[config.mk]
export PLATFORM = sky130hd
export DESIGN_NAME = systolic_array_4x4
export DESIGN_NICKNAME = d
export VERILOG_FILES = /design/src/rtl/systolic_array_4x4_pkg.sv /design/src/rtl/systolic_array_4x4_pe.sv /design/src/rtl/systolic_array_4x4.sv
export SDC_FILE = /design/constraint.sdc
export NUM_CORES = 2
export LEC_CHECK = 0
export ABC_AREA = 1
export CAP_MARGIN = 20
export CORE_ASPECT_RATIO = 1.1
export CORE_MARGIN = 10
export CORE_UTILIZATION = 60
export CTS_BUF_LIST = sky130_fd_sc_hd__clkbuf_2 sky130_fd_sc_hd__clkbuf_4 sky130_fd_sc_hd__clkbuf_8
export DETAILED_ROUTE_END_ITERATION = 10
export PLACE_DENSITY = 0.78
export SLEW_MARGIN = 20
export SYNTH_ARGS = -nofsm -noshare
export SYNTH_HDL_FRONTEND = slang
export SYNTH_SLANG_ARGS = --single-unit
[constraint.sdc]
create_clock -name clk -period 7.1 [get_ports clk]
set_clock_uncertainty 0.1 [all_clocks]
set_input_delay 1.42 -clock clk [delete_from_list [all_inputs] [get_ports clk]]
set_output_delay 1.42 -clock clk [all_outputs]
set_load 0.1 [all_outputs]
[src/rtl/systolic_array_4x4_pkg.sv]
// Shared sizes and the ReLU/clamp helper for the 4x4 systolic array.
package systolic_array_4x4_pkg;

    localparam int DW      = 8;
    localparam int PSW     = 18;
    localparam int N       = 4;
    localparam int ACT_MAX = 127;

    typedef logic signed [DW-1:0]  data_t;
    typedef logic signed [PSW-1:0] psum_t;

    localparam psum_t ACT_MAX_PS = psum_t'(ACT_MAX);

    // ReLU with an upper clamp: negative -> 0, above ACT_MAX -> ACT_MAX.
    function automatic logic [DW-1:0] relu_clamp(input psum_t x);
        if (x < 0)
            return '0;
        else if (x > ACT_MAX_PS)
            return DW'(ACT_MAX);
        else
            return x[DW-1:0];
    endfunction

endpackage

[src/rtl/systolic_array_4x4_pe.sv]
// One weight-stationary PE: latches its weight on w_en, passes the activation
// east and the accumulated partial sum south every cycle.
module systolic_pe
    import systolic_array_4x4_pkg::*;
(
    input  logic  clk,
    input  logic  rst,
    input  logic  w_en,
    input  data_t w_in,
    input  data_t a_in,
    input  psum_t ps_in,
    output data_t a_out,
    output psum_t ps_out
);

    data_t                     w;
    logic signed [2*DW-1:0]    prod;

    assign prod = a_in * w;

    // Weight register, written only while this PE's row is selected.
    always_ff @(posedge clk) begin
        if (rst)
            w <= '0;
        else if (w_en)
            w <= w_in;
    end

    // Activation pass-through and multiply-accumulate run every cycle.
    always_ff @(posedge clk) begin
        if (rst) begin
            a_out  <= '0;
            ps_out <= '0;
        end else begin
            a_out  <= a_in;
            ps_out <= ps_in + {{(PSW-2*DW){prod[2*DW-1]}}, prod};
        end
    end

endmodule

[src/rtl/systolic_array_4x4.sv]
// 4x4 weight-stationary int8 systolic matmul with ReLU/clamp on the bottom row.
module systolic_array_4x4
    import systolic_array_4x4_pkg::*;
(
    input  logic          clk,
    input  logic          rst,
    input  logic          start_signal,
    input  logic          wen,
    input  logic [DW-1:0] inp_north0,
    input  logic [DW-1:0] inp_north1,
    input  logic [DW-1:0] inp_north2,
    input  logic [DW-1:0] inp_north3,
    input  logic [DW-1:0] inp_west0,
    input  logic [DW-1:0] inp_west1,
    input  logic [DW-1:0] inp_west2,
    input  logic [DW-1:0] inp_west3,
    output logic [4:0]    count,
    output logic [DW-1:0] activation_result12,
    output logic [DW-1:0] activation_result13,
    output logic [DW-1:0] activation_result14,
    output logic [DW-1:0] activation_result15
);

    logic [N-1:0][DW-1:0] north;
    logic [N-1:0][DW-1:0] west;
    logic [N-1:0][DW-1:0] result;
    logic [1:0]           ptr;

    data_t a_grid  [N][N];
    psum_t ps_grid [N][N];

    assign north = {inp_north3, inp_north2, inp_north1, inp_north0};
    assign west  = {inp_west3, inp_west2, inp_west1, inp_west0};

    assign activation_result12 = result[0];
    assign activation_result13 = result[1];
    assign activation_result14 = result[2];
    assign activation_result15 = result[3];

    // Free-running schedule counter for the loader; wraps naturally at 31.
    always_ff @(posedge clk) begin
        if (rst)
            count <= '0;
        else if (start_signal)
            count <= count + 5'd1;
    end

    // Row pointer for weight loading; any gap in wen restarts at row 0.
    always_ff @(posedge clk) begin
        if (rst)
            ptr <= '0;
        else if (wen)
            ptr <= ptr + 2'd1;
        else
            ptr <= '0;
    end

    for (genvar r = 0; r < N; r++) begin : g_row
        for (genvar c = 0; c < N; c++) begin : g_col
            data_t a_in;
            psum_t ps_in;

            if (c == 0) begin : g_west
                assign a_in = data_t'(west[r]);
            end else begin : g_east
                assign a_in = a_grid[r][c-1];
            end

            if (r == 0) begin : g_top
                assign ps_in = '0;
            end else begin : g_below
                assign ps_in = ps_grid[r-1][c];
            end

            systolic_pe u_pe (
                .clk    (clk),
                .rst    (rst),
                .w_en   (wen && (ptr == 2'(r))),
                .w_in   (data_t'(north[c])),
                .a_in   (a_in),
                .ps_in  (ps_in),
                .a_out  (a_grid[r][c]),
                .ps_out (ps_grid[r][c])
            );
        end
    end

    // Output stage: registered activation of the bottom-row partial sums.
    always_ff @(posedge clk) begin
        if (rst) begin
            result <= '0;
        end else begin
            for (int c = 0; c < N; c++)
                result[c] <= relu_clamp(ps_grid[N-1][c]);
        end
    end

endmodule

==> impl_metrics.py <==
metrics = {
    "run_status": {
        "status": "completed",
    },
    "min_path": {
        "min_path_type": "register to register",
    },
    "floorplan": {
        "die_w_um": 336.7,
        "ios": 105,
        "core_area_mm2": 0.1093,
        "start_util": 0.6057,
        "die-area_mm2": 0.1241,
        "fp.dieH_um": 368.4,
        "row_count": 127,
    },
    "worst_setup_path": {
        "start_kind": "primary input",
        "cp_max_fo": 9,
        "arrival_ns": 6.91,
        "critPathRequiredTime_ns": 7.68,
        "worstSetupEndpointType": "register",
        "crit_type": "primary input to register",
    },
    "cts": {
        "clock_sinks": 539,
        "clk_pin_slew_worst_paths_ns": 0.06,
        "clock_path_buffers": 3,
        "cts_max_level": 3,
        "cts_root_buffer": "clkbuf_8",
        "cts_resized": 0,
        "cts_made_buffers": 96,
        "cts-hold-fix-buffers": 0,
        "post_cts_buffers": 0,
        "cts_tree": "done",
        "clk_latency_ns": 0.81,
    },
    "logic_synthesis": {
        "synth.avg_cell_area_um2": 7.577,
        "synth_flop_cell": "dfxtp_1",
        "yosysSeqAreaShare": 0.1630,
        "mappedNetlistArea_mm2": 0.06621,
        "async_flop_share": 0,
        "synth_edf_count": 0,
        "synth.distinct_cells": 53,
        "netlist.area_leader.share": 0.2939,
        "synth_area_leader_cell": "fa_1",
        "syn_inst": 8739,
        "yosysWarnings": 0,
        "synth_area_leaders": "fa_1 29%, dfxtp_1 16%, inv_1 14%",
        "synth.ff_latch_count": 539,
    },
    "finish": {
        "register_area_mm2": 0.01079,
        "fillers": 9408,
        "area_growth_pct": 6.181,
        "fin_cells": 10150,
        "multi_input_area_mm2": 0.04485,
        "utilization": 0.6431,
        "drive_gt1_frac": 0.03006,
        "final_nets": 10320,
    },
    "drt": {
        "wl_per_cell_um": 15.19,
        "dr_total_vias": 52330,
        "wirelength_mm": 154.1,
        "antenna_left": 0,
        "viasPerCell": 5.158,
        "drc": 0,
        "firstDrtPassIters": 6,
        "drtIter0Drc": 3519,
    },
    "placed_design": {
        "dp_cells": 9960,
        "pre_cts_ws_ns": 0.01239,
        "port_buffers": 104,
        "hpwl_mm": 127.7,
        "gp_congestion": 0.9360,
    },
    "timing": {
        "min_period_over_period": 0.8908,
        "slew_headroom": 0.3205,
        "finalWorstSetupSlack_ns": 0.7754,
        "slew_viol_final": 0,
        "tns_ns": 0,
        "tightest_slew_ns": 1.016,
        "whs_ns": 0.3467,
        "finalSetupViolCount": 0,
        "fmax_ghz": 0.1581,
        "post-route-min-period_ns": 6.325,
        "rsz0062_at_grt": "false",
        "finalHoldViolCount": 0,
    },
    "power_and_ir_drop": {
        "p_leak_uw": 0.04105,
        "ir_drop_v": 0.0002043,
        "p_per_area_mw_per_mm2": 152.2,
    },
    "global_route": {
        "antenna_found_initial": 16,
        "grt_busiest_layer": "met2",
        "gr-usage-met2": 0.4324,
        "grt_use_met3": 0.03721,
        "grt_use_met1": 0.3324,
        "grt_remaining_overflow": 0,
        "track_usage": 0.2549,
        "grt_pass1_vias": 53490,
        "grt_max_degree": 162,
        "grt_first_pass_wirelength_mm": 260.0,
    },
    "flow_run": {
        "maxCapViolCount": 0,
    },
}
[cell families (layout without fill, tap and decap cells)]
logic type	count (synthesis)	count (layout)	synth area share
other	1	14	0.00005663
AO/OA/AOI/OAI	1034	1034	0.08496
AND/OR/NAND/NOR	2562	2562	0.1537
buffers and inverters	2815	2789	0.1599
flip-flops	539	539	0.1630
XOR/XNOR	171	171	0.02262
adder cells (fa/ha/maj)	1617	1617	0.4158
[sequential cells by signal, indices dropped and copies added (netlist names), 5 cells and up]
signal	count
activation_result14	8
g_row.g_col.u_pe.ps_out	276
g_row.g_col.u_pe.a_out	96
activation_result15	8
activation_result12	8
activation_result13	8
g_row.g_col.u_pe.w	128
count	5
[per-stage QoR]
stage	cell area, µm²	total power (µW)
2_1_floorplan	66220	6287
3_3_place_gp	67980	7188
3_5_place_dp	67980	7285
4_1_cts	70280	10780
5_1_grt	70290	11440
6_report	70310	10700
[final cells by class]
class	instances	area share
tap	1419	0.02525
sequential	539	0.1535
clock inverter	44	0.008364
antenna	10	0.0003559
timing repair buffer	125	0.01724
multi-input combinational	5388	0.6379
clock buffer	131	0.02440
inverter	2489	0.1330
[final timing paths]
kind                                                from                                      endpoint  slack (ns)  cells after the start
max                                         inp_west2[5]  g_row[2].g_col[0].u_pe.ps_out[15]$_SDFF_PP0_        0.78                     26
min          g_row[3].g_col[0].u_pe.ps_out[6]$_SDFF_PP0_             activation_result12[6]$_SDFF_PP0_        0.35                      2
max reg2reg     g_row[3].g_col[3].u_pe.w[2]$_SDFFE_PP0P_  g_row[3].g_col[3].u_pe.ps_out[17]$_SDFF_PP0_        1.07                     26
min reg2reg  g_row[3].g_col[0].u_pe.ps_out[6]$_SDFF_PP0_             activation_result12[6]$_SDFF_PP0_        0.35                      2
[cell usage after synthesis (all sizes together) (4+ instances only)]
cell and count:
xnor2 89, nor2 660, fa 972, a21oi 472, a21o 28, dfxtp 539, or2 21, a31oi 22
a21boi 10, nand2 1580, nand3b 4, xor2 82, and2 7, o21ai 417, o31ai 9, o21a 23
o21bai 29, nand4 30, o2111ai 5, nand3 203, nor3 42, ha 645, inv 2489, nor4 13
clkbuf 308, o211ai 15, buf 18
[worst max-delay path, stage by stage]
cell	delay (ns)
clkdlybuf4s50_1	0.62
nand2_1	0.16
inv_1	0.07
fa_1	0.54
inv_1	0.06
fa_1	0.52
inv_1	0.04
fa_1	0.47
inv_1	0.05
fa_1	0.47
inv_1	0.04
ha_1	0.35
a21oi_1	0.19
o21ai_0	0.15
a21oi_1	0.22
nor2_1	0.06
nor2_1	0.11
xor2_1	0.16
inv_1	0.06
ha_1	0.36
a21oi_1	0.20
o21ai_0	0.11
a21oi_1	0.14
nand2_1	0.11
o21ai_0	0.17
a21oi_1	0.06
[metal layers]
| layer | part of all wire | routed length (µm) |
|---|---|---|
| met1 | 0.43 | 65620 |
| met2 | 0.48 | 74280 |
| met3 | 0.063 | 9782 |
| met4 | 0.028 | 4355 |
| met5 | 0.00030 | 46 |
[where the power goes]
part	switching [µW]	internal [µW]	total, µW
clock network	1460	2000	3460
logic	2370	1210	3580
registers	291	3370	3660
[layout by cell type (no fill, tap or decap), drive strengths merged, types with 22 or more instances in the layout]
master and instances:
inv 2494, nand2 1580, fa 972, nor2 660, ha 645, dfxtp 539, a21oi 472, o21ai 417
nand3 203, clkbuf 132, clkdlybuf4s50 102, xnor2 89, xor2 82, nor3 42, nand4 30, o21bai 29
a21o 28, o21a 23, a31oi 22, buf 22
Note: power is estimated with default switching activity, not from simulation.
